`src/rtl/gcd_pkg.sv`:
```
// Shared definitions for the APB GCD queue engine: register offsets,
// CTRL/STATUS bit positions and the core state encoding.
package gcd_pkg;

    localparam logic [7:0] OFF_CTRL   = 8'h00;
    localparam logic [7:0] OFF_STATUS = 8'h04;
    localparam logic [7:0] OFF_OPA    = 8'h08;
    localparam logic [7:0] OFF_OPB    = 8'h0C;
    localparam logic [7:0] OFF_RESULT = 8'h10;
    localparam logic [7:0] OFF_CYCLES = 8'h14;

    localparam int CTRL_EN     = 0;
    localparam int CTRL_IRQ_EN = 1;
    localparam int CTRL_FLUSH  = 2;

    localparam int STAT_BUSY      = 0;
    localparam int STAT_CMD_FULL  = 1;
    localparam int STAT_CMD_EMPTY = 2;
    localparam int STAT_RES_FULL  = 3;
    localparam int STAT_RES_EMPTY = 4;
    localparam int STAT_CMD_CNT   = 8;
    localparam int STAT_RES_CNT   = 16;

    typedef enum logic [1:0] {
        CORE_IDLE,
        CORE_LOAD,
        CORE_RUN,
        CORE_DONE
    } core_state_t;

    // Increment that sticks at all-ones instead of wrapping.
    function automatic logic [31:0] sat_inc(input logic [31:0] v);
        return (v == 32'hFFFF_FFFF) ? v : v + 32'd1;
    endfunction

endpackage

```
`src/rtl/gcd_stein_core.sv`:
```
// Binary (Stein) GCD engine, one reduction step per RUN cycle.
//
//  state | meaning
//  ------+--------------------------------------------------------------
//  IDLE  | waiting; pops a command when start is high
//  LOAD  | operands captured, one settling cycle before stepping
//  RUN   | one Stein step per cycle, counting cycles
//  DONE  | result ready; held until the result FIFO has room
module gcd_stein_core
    import gcd_pkg::*;
#(
    parameter int DATA_W = 32
) (
    input  logic              clk,
    input  logic              rst,
    input  logic              clken,
    input  logic              flush,
    input  logic              start,
    input  logic [DATA_W-1:0] op_a,
    input  logic [DATA_W-1:0] op_b,
    input  logic              ready,
    output logic              cmd_pop,
    output logic              done,
    output logic              busy,
    output logic [DATA_W-1:0] result,
    output logic [31:0]       cycles
);

    localparam int KW = $clog2(DATA_W) + 1;

    core_state_t       state, state_nxt;
    logic [DATA_W-1:0] a, b;
    logic [KW-1:0]     k;
    logic [31:0]       run_cnt;
    logic              zero_op;

    assign zero_op = (a == '0) || (b == '0);
    assign busy    = (state != CORE_IDLE);

    // State register; flush abandons any in-flight operation.
    always_ff @(posedge clk or posedge rst) begin
        if (rst)
            state <= CORE_IDLE;
        else if (clken)
            state <= flush ? CORE_IDLE : state_nxt;
    end

    // Next state plus the FIFO pop/push strobes.
    always_comb begin
        state_nxt = state;
        cmd_pop   = 1'b0;
        done      = 1'b0;
        case (state)
            CORE_IDLE: if (start) begin
                cmd_pop   = 1'b1;
                state_nxt = CORE_LOAD;
            end
            CORE_LOAD: state_nxt = CORE_RUN;
            CORE_RUN:  if (zero_op) state_nxt = CORE_DONE;
            CORE_DONE: if (ready) begin
                done      = 1'b1;
                state_nxt = CORE_IDLE;
            end
            default:   state_nxt = CORE_IDLE;
        endcase
        if (!clken || flush) begin
            cmd_pop = 1'b0;
            done    = 1'b0;
        end
    end

    // Operand datapath, shift exponent and cycle counters.
    always_ff @(posedge clk or posedge rst) begin
        if (rst) begin
            a       <= '0;
            b       <= '0;
            k       <= '0;
            run_cnt <= '0;
            result  <= '0;
            cycles  <= '0;
        end else if (clken) begin
            if (flush) begin
                cycles <= '0;
            end else begin
                case (state)
                    CORE_IDLE: if (start) begin
                        a       <= op_a;
                        b       <= op_b;
                        k       <= '0;
                        run_cnt <= '0;
                    end
                    CORE_RUN: begin
                        run_cnt <= sat_inc(run_cnt);
                        if (zero_op) begin
                            result <= (a | b) << k;
                            cycles <= sat_inc(run_cnt);
                        end else if (!a[0] && !b[0]) begin
                            a <= a >> 1;
                            b <= b >> 1;
                            k <= k + KW'(1);
                        end else if (!a[0]) begin
                            a <= a >> 1;
                        end else if (!b[0]) begin
                            b <= b >> 1;
                        end else if (a >= b) begin
                            a <= (a - b) >> 1;
                        end else begin
                            b <= (b - a) >> 1;
                        end
                    end
                    default: ;
                endcase
            end
        end
    end

endmodule

```
`src/rtl/gcd_apb_queue_engine.sv`:
```
// APB front end for the GCD engine: register decode, command FIFO,
// result FIFO and the level interrupt.
module gcd_apb_queue_engine
    import gcd_pkg::*;
#(
    parameter int DATA_W    = 32,
    parameter int CMD_DEPTH = 4,
    parameter int RES_DEPTH = 4
) (
    input  logic        CLK,
    input  logic        RESET,
    input  logic        CLKEN,
    input  logic [31:0] S_APB_PADDR,
    input  logic        S_APB_PSEL,
    input  logic        S_APB_PENABLE,
    input  logic        S_APB_PWRITE,
    input  logic [31:0] S_APB_PWDATA,
    output logic [31:0] S_APB_PRDATA,
    output logic        S_APB_PREADY,
    output logic        S_APB_PSLVERR,
    output logic        IRQ
);

    localparam int CAW = $clog2(CMD_DEPTH);
    localparam int RAW = $clog2(RES_DEPTH);

    logic                en, irq_en, irq_q;
    logic [DATA_W-1:0]   opa;
    logic                access, flush, ctrl_we, opa_we, cmd_push, res_pop;
    logic [31:0]         status, prdata_c;
    logic                slverr_c;

    logic [2*DATA_W-1:0] cmd_mem [CMD_DEPTH];
    logic [CAW-1:0]      cmd_wp, cmd_rp;
    logic [CAW:0]        cmd_cnt;
    logic                cmd_full, cmd_empty, cmd_pop;

    logic [DATA_W-1:0]   res_mem [RES_DEPTH];
    logic [RAW-1:0]      res_wp, res_rp;
    logic [RAW:0]        res_cnt;
    logic                res_full, res_empty, res_push;

    logic                core_busy;
    logic [DATA_W-1:0]   core_result;
    logic [31:0]         core_cycles;
    logic [2*DATA_W-1:0] cmd_head;
    logic                unused_bits;

    assign unused_bits  = ^{S_APB_PADDR[31:8], S_APB_PWDATA};
    assign access       = S_APB_PSEL & S_APB_PENABLE & CLKEN;
    assign cmd_full     = (cmd_cnt == (CAW+1)'(CMD_DEPTH));
    assign cmd_empty    = (cmd_cnt == '0);
    assign res_full     = (res_cnt == (RAW+1)'(RES_DEPTH));
    assign res_empty    = (res_cnt == '0);
    assign cmd_head     = cmd_mem[cmd_rp];
    assign S_APB_PREADY = 1'b1;
    assign S_APB_PRDATA = prdata_c;
    assign S_APB_PSLVERR = slverr_c;
    assign IRQ          = irq_q;

    gcd_stein_core #(.DATA_W(DATA_W)) u_core (
        .clk     (CLK),
        .rst     (RESET),
        .clken   (CLKEN),
        .flush   (flush),
        .start   (en & ~cmd_empty),
        .op_a    (cmd_head[2*DATA_W-1:DATA_W]),
        .op_b    (cmd_head[DATA_W-1:0]),
        .ready   (~res_full),
        .cmd_pop (cmd_pop),
        .done    (res_push),
        .busy    (core_busy),
        .result  (core_result),
        .cycles  (core_cycles)
    );

    // Register decode: read mux, error response and one-shot side-effect strobes.
    always_comb begin
        status   = '0;
        prdata_c = '0;
        slverr_c = 1'b0;
        flush    = 1'b0;
        ctrl_we  = 1'b0;
        opa_we   = 1'b0;
        cmd_push = 1'b0;
        res_pop  = 1'b0;
        status[STAT_BUSY]                = core_busy;
        status[STAT_CMD_FULL]            = cmd_full;
        status[STAT_CMD_EMPTY]           = cmd_empty;
        status[STAT_RES_FULL]            = res_full;
        status[STAT_RES_EMPTY]           = res_empty;
        status[STAT_CMD_CNT +: CAW+1]    = cmd_cnt;
        status[STAT_RES_CNT +: RAW+1]    = res_cnt;
        if (access) begin
            case (S_APB_PADDR[7:0])
                OFF_CTRL:
                    if (S_APB_PWRITE) begin
                        ctrl_we = 1'b1;
                        flush   = S_APB_PWDATA[CTRL_FLUSH];
                    end else begin
                        prdata_c[CTRL_EN]     = en;
                        prdata_c[CTRL_IRQ_EN] = irq_en;
                    end
                OFF_STATUS:
                    if (S_APB_PWRITE) slverr_c = 1'b1;
                    else              prdata_c = status;
                OFF_OPA:
                    if (S_APB_PWRITE) opa_we = 1'b1;
                    else              prdata_c[DATA_W-1:0] = opa;
                OFF_OPB:
                    if (S_APB_PWRITE) begin
                        if (cmd_full) slverr_c = 1'b1;
                        else          cmd_push = 1'b1;
                    end
                OFF_RESULT:
                    if (S_APB_PWRITE || res_empty) begin
                        slverr_c = 1'b1;
                    end else begin
                        prdata_c[DATA_W-1:0] = res_mem[res_rp];
                        res_pop              = 1'b1;
                    end
                OFF_CYCLES:
                    if (S_APB_PWRITE) slverr_c = 1'b1;
                    else              prdata_c = core_cycles;
                default: slverr_c = 1'b1;
            endcase
        end
    end

    // Control bits, operand A staging and the registered interrupt.
    always_ff @(posedge CLK or posedge RESET) begin
        if (RESET) begin
            en     <= 1'b0;
            irq_en <= 1'b0;
            opa    <= '0;
            irq_q  <= 1'b0;
        end else if (CLKEN) begin
            if (ctrl_we) begin
                en     <= S_APB_PWDATA[CTRL_EN];
                irq_en <= S_APB_PWDATA[CTRL_IRQ_EN];
            end
            if (opa_we)
                opa <= S_APB_PWDATA[DATA_W-1:0];
            irq_q <= irq_en & ~res_empty;
        end
    end

    // Command FIFO storage; the push strobe already carries CLKEN and fullness.
    always_ff @(posedge CLK) begin
        if (cmd_push)
            cmd_mem[cmd_wp] <= {opa, S_APB_PWDATA[DATA_W-1:0]};
    end

    // Command FIFO pointers and occupancy.
    always_ff @(posedge CLK or posedge RESET) begin
        if (RESET) begin
            cmd_wp  <= '0;
            cmd_rp  <= '0;
            cmd_cnt <= '0;
        end else if (CLKEN) begin
            if (flush) begin
                cmd_wp  <= '0;
                cmd_rp  <= '0;
                cmd_cnt <= '0;
            end else begin
                if (cmd_push) cmd_wp <= cmd_wp + CAW'(1);
                if (cmd_pop)  cmd_rp <= cmd_rp + CAW'(1);
                if (cmd_push && !cmd_pop)      cmd_cnt <= cmd_cnt + (CAW+1)'(1);
                else if (!cmd_push && cmd_pop) cmd_cnt <= cmd_cnt - (CAW+1)'(1);
            end
        end
    end

    // Result FIFO storage; the core only pushes when there is room.
    always_ff @(posedge CLK) begin
        if (res_push)
            res_mem[res_wp] <= core_result;
    end

    // Result FIFO pointers and occupancy.
    always_ff @(posedge CLK or posedge RESET) begin
        if (RESET) begin
            res_wp  <= '0;
            res_rp  <= '0;
            res_cnt <= '0;
        end else if (CLKEN) begin
            if (flush) begin
                res_wp  <= '0;
                res_rp  <= '0;
                res_cnt <= '0;
            end else begin
                if (res_push) res_wp <= res_wp + RAW'(1);
                if (res_pop)  res_rp <= res_rp + RAW'(1);
                if (res_push && !res_pop)      res_cnt <= res_cnt + (RAW+1)'(1);
                else if (!res_push && res_pop) res_cnt <= res_cnt - (RAW+1)'(1);
            end
        end
    end

endmodule

```
`config.mk`:
```
export PLATFORM = sky130hd
export DESIGN_NAME = gcd_apb_queue_engine
export DESIGN_NICKNAME = d
export VERILOG_FILES = /design/src/rtl/gcd_pkg.sv /design/src/rtl/gcd_stein_core.sv /design/src/rtl/gcd_apb_queue_engine.sv
export SDC_FILE = /design/constraint.sdc
export NUM_CORES = 1
export LEC_CHECK = 0
export ABC_AREA = 1
export BUFFER_PORTS_ARGS = -buffer_cell sky130_fd_sc_hd__buf_4
export CAP_MARGIN = 20
export CORE_MARGIN = 2
export CORE_UTILIZATION = 55
export CTS_CLUSTER_SIZE = 30
export DETAILED_ROUTE_END_ITERATION = 8
export PLACE_DENSITY = 0.87
export SYNTH_ARGS = -nofsm -noshare
export SYNTH_HDL_FRONTEND = slang
export SYNTH_SLANG_ARGS = --single-unit
```
`constraint.sdc`:
```
create_clock -name CLK -period 7 [get_ports CLK]
set_input_delay 1.4 -clock CLK [delete_from_list [all_inputs] [get_ports CLK]]
set_output_delay 1.4 -clock CLK [all_outputs]
set_load 0.05 [all_outputs]
```
==> run summary <==
By area the synthesized netlist is led by sky130_fd_sc_hd__edfxtp_1 35%, sky130_fd_sc_hd__dfrtp_1 17%, sky130_fd_sc_hd__nand2_1 11%, sky130_fd_sc_hd__o21ai_0 6.0%, sky130_fd_sc_hd__nor2_1 5.7%. The power per cell area came out at 431 mW/mm2. Net switching is 47.6% of the power. The cts-stage hold buffer count is 0.

Across all register-to-register paths, the minimum setup slack is 3230 ps. For the met3 track demand over resource, the log shows 8.28%. Averaged over all synthesized cells, the footprint is 8.47 um2. The post-synthesis net count came out at 4038. The number of enable flip-flop cells after synthesis is 384, and the final setup violation count is 0.

The logic depth of the worst register-to-register path was 12; the die area was 0.0613 mm2. The global-route layer with the greatest usage is met2. Global routing used 52.8% of the available met2 tracks. Internal power comes to 8.08 mW. Cells fill 60.9% of the core in the end. The number of failing hold endpoints at the final stage came out at 0.

Global routing used 33.7% of the available tracks across all layers. The min-delay analysis places its worst path in the category reg -> reg. The top cell type's share of synthesized area is 35.3%, and the number of iterations in the first detailed-routing pass is 6. After detailed routing, the total wire length is 103000 um. The y dimension of the die works out to 248 um. The total of warnings raised by yosys was 0; the core region area was 0.0588 mm2.

During I/O placement, the number of pins put on the boundary was 105. The overall die width is 248 um, and the final cell area excluding filler cells is 0.0358 mm2. The violation count after the first detailed-route iteration was 4057; the clock insertion delay at the later pin of the skew report was 640 ps.

After floorplanning, the core was divided into 89 placement rows. STA classifies the critical path startpoint as a primary input. The cell taking the most area after synthesis is sky130_fd_sc_hd__edfxtp_1.

The timing-limited maximum frequency came out at 188 MHz. The final period demand of the worst path works out to 5330 ps. For this block, the via count after detailed routing is 28418. TritonCTS created 59 clock buffers.

The share of the clock period used by the worst path works out to 76.1%. The critical path goes through buf_4 > nor2_1 > inv_1 > nor3_1 > nand2_1 > inv_1 > a221oi_1 > nor2_1 > buf_4. The tools report the via count of the first global-routing pass as 26679. The worst hold path stage count is 2, and the share of the yosys chip area belonging to registers is 52.0%.

Area of the mapped netlist: 0.0326 mm2. The max-slew violation count was 0; the worst stage delay on the critical path was 610 ps. The run gives 0 as the number of maximum-capacitance constraint violations.

Using the TritonRoute via totals, the vias-per-cell ratio works out to 6.06. Among all flip-flop cells after synthesis, the most frequent one is sky130_fd_sc_hd__edfxtp_1. For the worst setup path, the data arrival time is 3930 ps.

The wire length per cell after detailed routing works out to 22.1 um. The endpoint of the lowest-slack register-to-register path was u_core.result[15]. The tools report the capture endpoint of the worst hold path as u_core.b[31]. The startpoint of the worst hold path is u_core.b[31]. The flow ran to the end, and the final reports show no timing, DRC or antenna violations. The first global-routing pass estimated 157000 um of wire. At the pin with the least slew margin, the transition time is 1100 ps. Once the clock tree was built, the resizer swapped 0 gates to a different size. The run gives 7.36 mW as the switching power summed over all nets. Type of element capturing the critical path: an output port. Leaving out fill and tap cells, the most frequent cells in the layout are 960 x sky130_fd_sc_hd__nand2_1, 492 x sky130_fd_sc_hd__nor2_1, 389 x sky130_fd_sc_hd__o21ai_0. In this run the tightest slew margin relative to its limit is 26.6%. The logs give 2 for the maximum level of the CTS H-tree and 35.6 ps for the clock skew. Counting flops with an async set or reset pin after synthesis yields a share of 36.1%.

The proportion of power drawn by the clock network is 21.5%. The longest clock path from root to sink contains 3 buffers. The share of layout cells above drive strength 1 came out at 9.03%. Counting flops and latches in the post-synthesis netlist gives 601. The final HPWL from detailed placement was 72000 um; the net total in the final layout was 4044.

Per report_power, the combinational group accounts for 49.8% of the total. The placer congestion estimate is 0.997. Most frequent standard cell in the layout excluding fill and tap cells: sky130_fd_sc_hd__nand2_1. The count of nets left with antenna violations after detail routing came out at 0. The logs give 28.7% for the sequential group share of total power and 516 ps for the tightest hold margin. The cell sitting at the root of the clock tree is a sky130_fd_sc_hd__clkbuf_16.

Summed over all cells, the static leakage comes to 15.5 nW. Post-CTS timing repair inserted 0 buffers for setup. Entering global routing, the biggest net connects 107 pins.

Count of buffers from port buffering: 79. TritonCTS built the clock tree. In this run the critical register-to-register path is launched from u_core.b[4]. For the fraction of met1 tracks used by global routing, the log shows 43.6%.

After detailed routing, the number of remaining DRC violations is 0. The logs give 601 for the CTS sink count and 249 uV for the maximum vdd ir drop. The slowest stage of the critical path belongs to the cell sky130_fd_sc_hd__nand2_1.

The initial antenna violation count was 9; the clock slew seen by the registers of the worst setup and hold paths was 70 ps. Highest fanout seen on the critical path: 27. The final sum of negative setup slack is 0 ps, and the post-synthesis to final-layout area growth is 9.74%. The layout filler cell count came out at 4772. The critical path is of the in -> out type. At the worst endpoint, the required time is 5600 ps. The run gives 58 as the distinct cell type count of the synthesized netlist. Synthesis produced 3856 cells. The placed cell area is 0.0338 mm2, and the initial core utilization is 55.5%. Setup repair after global routing left no endpoint under its margin. For this run the aggregate overflow at the end of global routing stands at 0.
[power groups by stage]
stage	Combinational (mW)	Sequential [mW]	Clock (mW)
6_report	7.68	4.44	3.32
5_1_grt	8.35	4.46	3.47
4_1_cts	7.40	4.41	3.32
3_5_place_dp	7.32	4.48	0
3_3_place_gp	7.25	4.47	0
2_1_floorplan	5.22	4.33	0
[cells by family after synthesis]
family          share of synthesized area, %
fa+ha+maj                               4.38
other cells                           0.0115
compound gates                          12.8
simple gates                            21.6
mux                                     1.06
flops                                   52.0
xor+xnor                                1.31
buf+inv                                 6.80
[synthesized netlist by cell type, types with 9 or more instances]
cell,instances
sky130_fd_sc_hd__nor2_1,500
sky130_fd_sc_hd__a221oi_1,9
sky130_fd_sc_hd__inv_2,41
sky130_fd_sc_hd__xor2_1,48
sky130_fd_sc_hd__nand3_1,139
sky130_fd_sc_hd__o21ai_1,50
sky130_fd_sc_hd__buf_2,27
sky130_fd_sc_hd__clkbuf_1,113
sky130_fd_sc_hd__o22ai_1,117
sky130_fd_sc_hd__mux2_2,29
sky130_fd_sc_hd__nand4_1,29
sky130_fd_sc_hd__o211ai_1,11
sky130_fd_sc_hd__nor2_2,16
sky130_fd_sc_hd__buf_1,12
sky130_fd_sc_hd__a21oi_1,141
sky130_fd_sc_hd__nand2_2,13
sky130_fd_sc_hd__nand2_1,960
sky130_fd_sc_hd__nor3_1,49
sky130_fd_sc_hd__edfxtp_1,384
sky130_fd_sc_hd__a31oi_1,11
sky130_fd_sc_hd__o21ai_2,10
sky130_fd_sc_hd__ha_1,108
sky130_fd_sc_hd__dfrtp_1,217
sky130_fd_sc_hd__o21ai_0,389
sky130_fd_sc_hd__inv_1,350
[per-stage QoR]
stage	setup slack, ps	power [mW]	cells
after floorplan	1660	9.55	3856
after global placement	1810	11.7	4574
after detailed placement	1780	11.8	4574
after CTS	1740	15.1	4684
after global routing	1490	16.3	4684
final	1670	15.4	4688
[worst max path at each step]
stage	from	cells after the start	to
global route	S_APB_PADDR[1]	9	S_APB_PRDATA[13]
global placement	S_APB_PADDR[1]	9	S_APB_PRDATA[5]
finish	S_APB_PADDR[1]	9	S_APB_PRDATA[13]
floorplan	S_APB_PADDR[7]	5	cmd_mem[0][0]
CTS	S_APB_PADDR[1]	9	S_APB_PRDATA[13]
detailed placement	S_APB_PADDR[1]	9	S_APB_PRDATA[5]
[state kept, by name (all words and copies together), names as in the netlist]
signal / count
en: 1
res_rp: 2
res_cnt: 3
cmd_wp: 2
u_core.k: 6
u_core.b: 32
u_core.cycles: 32
u_core.result: 32
opa: 32
u_core.state: 2
cmd_rp: 2
u_core.a: 32
u_core.run_cnt: 32
res_wp: 2
cmd_cnt: 3
irq_en: 1
IRQ: 1
res_mem: 128
cmd_mem: 256
[worst max-delay path, delay by kind of cell]
family          cells  cell delay [ps]
compound gates      1              170
buf+inv             4              960
simple gates        4             1380
[routing by layer]
layer	wire (um)	vias up	share of wire (%)
met4	6000	8	5.8
met2	47100	1822	46
met1	38300	13427	37
li1	-	12831	-
met5	53	-	0.051
met3	11900	330	12
[cell type report]
class                   instances  area (um2)  area share [%]
well taps                     773         967            2.70
multi-input cells            2693       13500            37.7
repair buffers                110         838            2.34
inverters                     397        1500            4.19
clock buffers                  71        1590            4.45
clock inverters                39         428            1.19
flip-flops and latches        601       17000            47.4
diodes                          4        10.0          0.0279
Power figures use the tool's default switching activity.
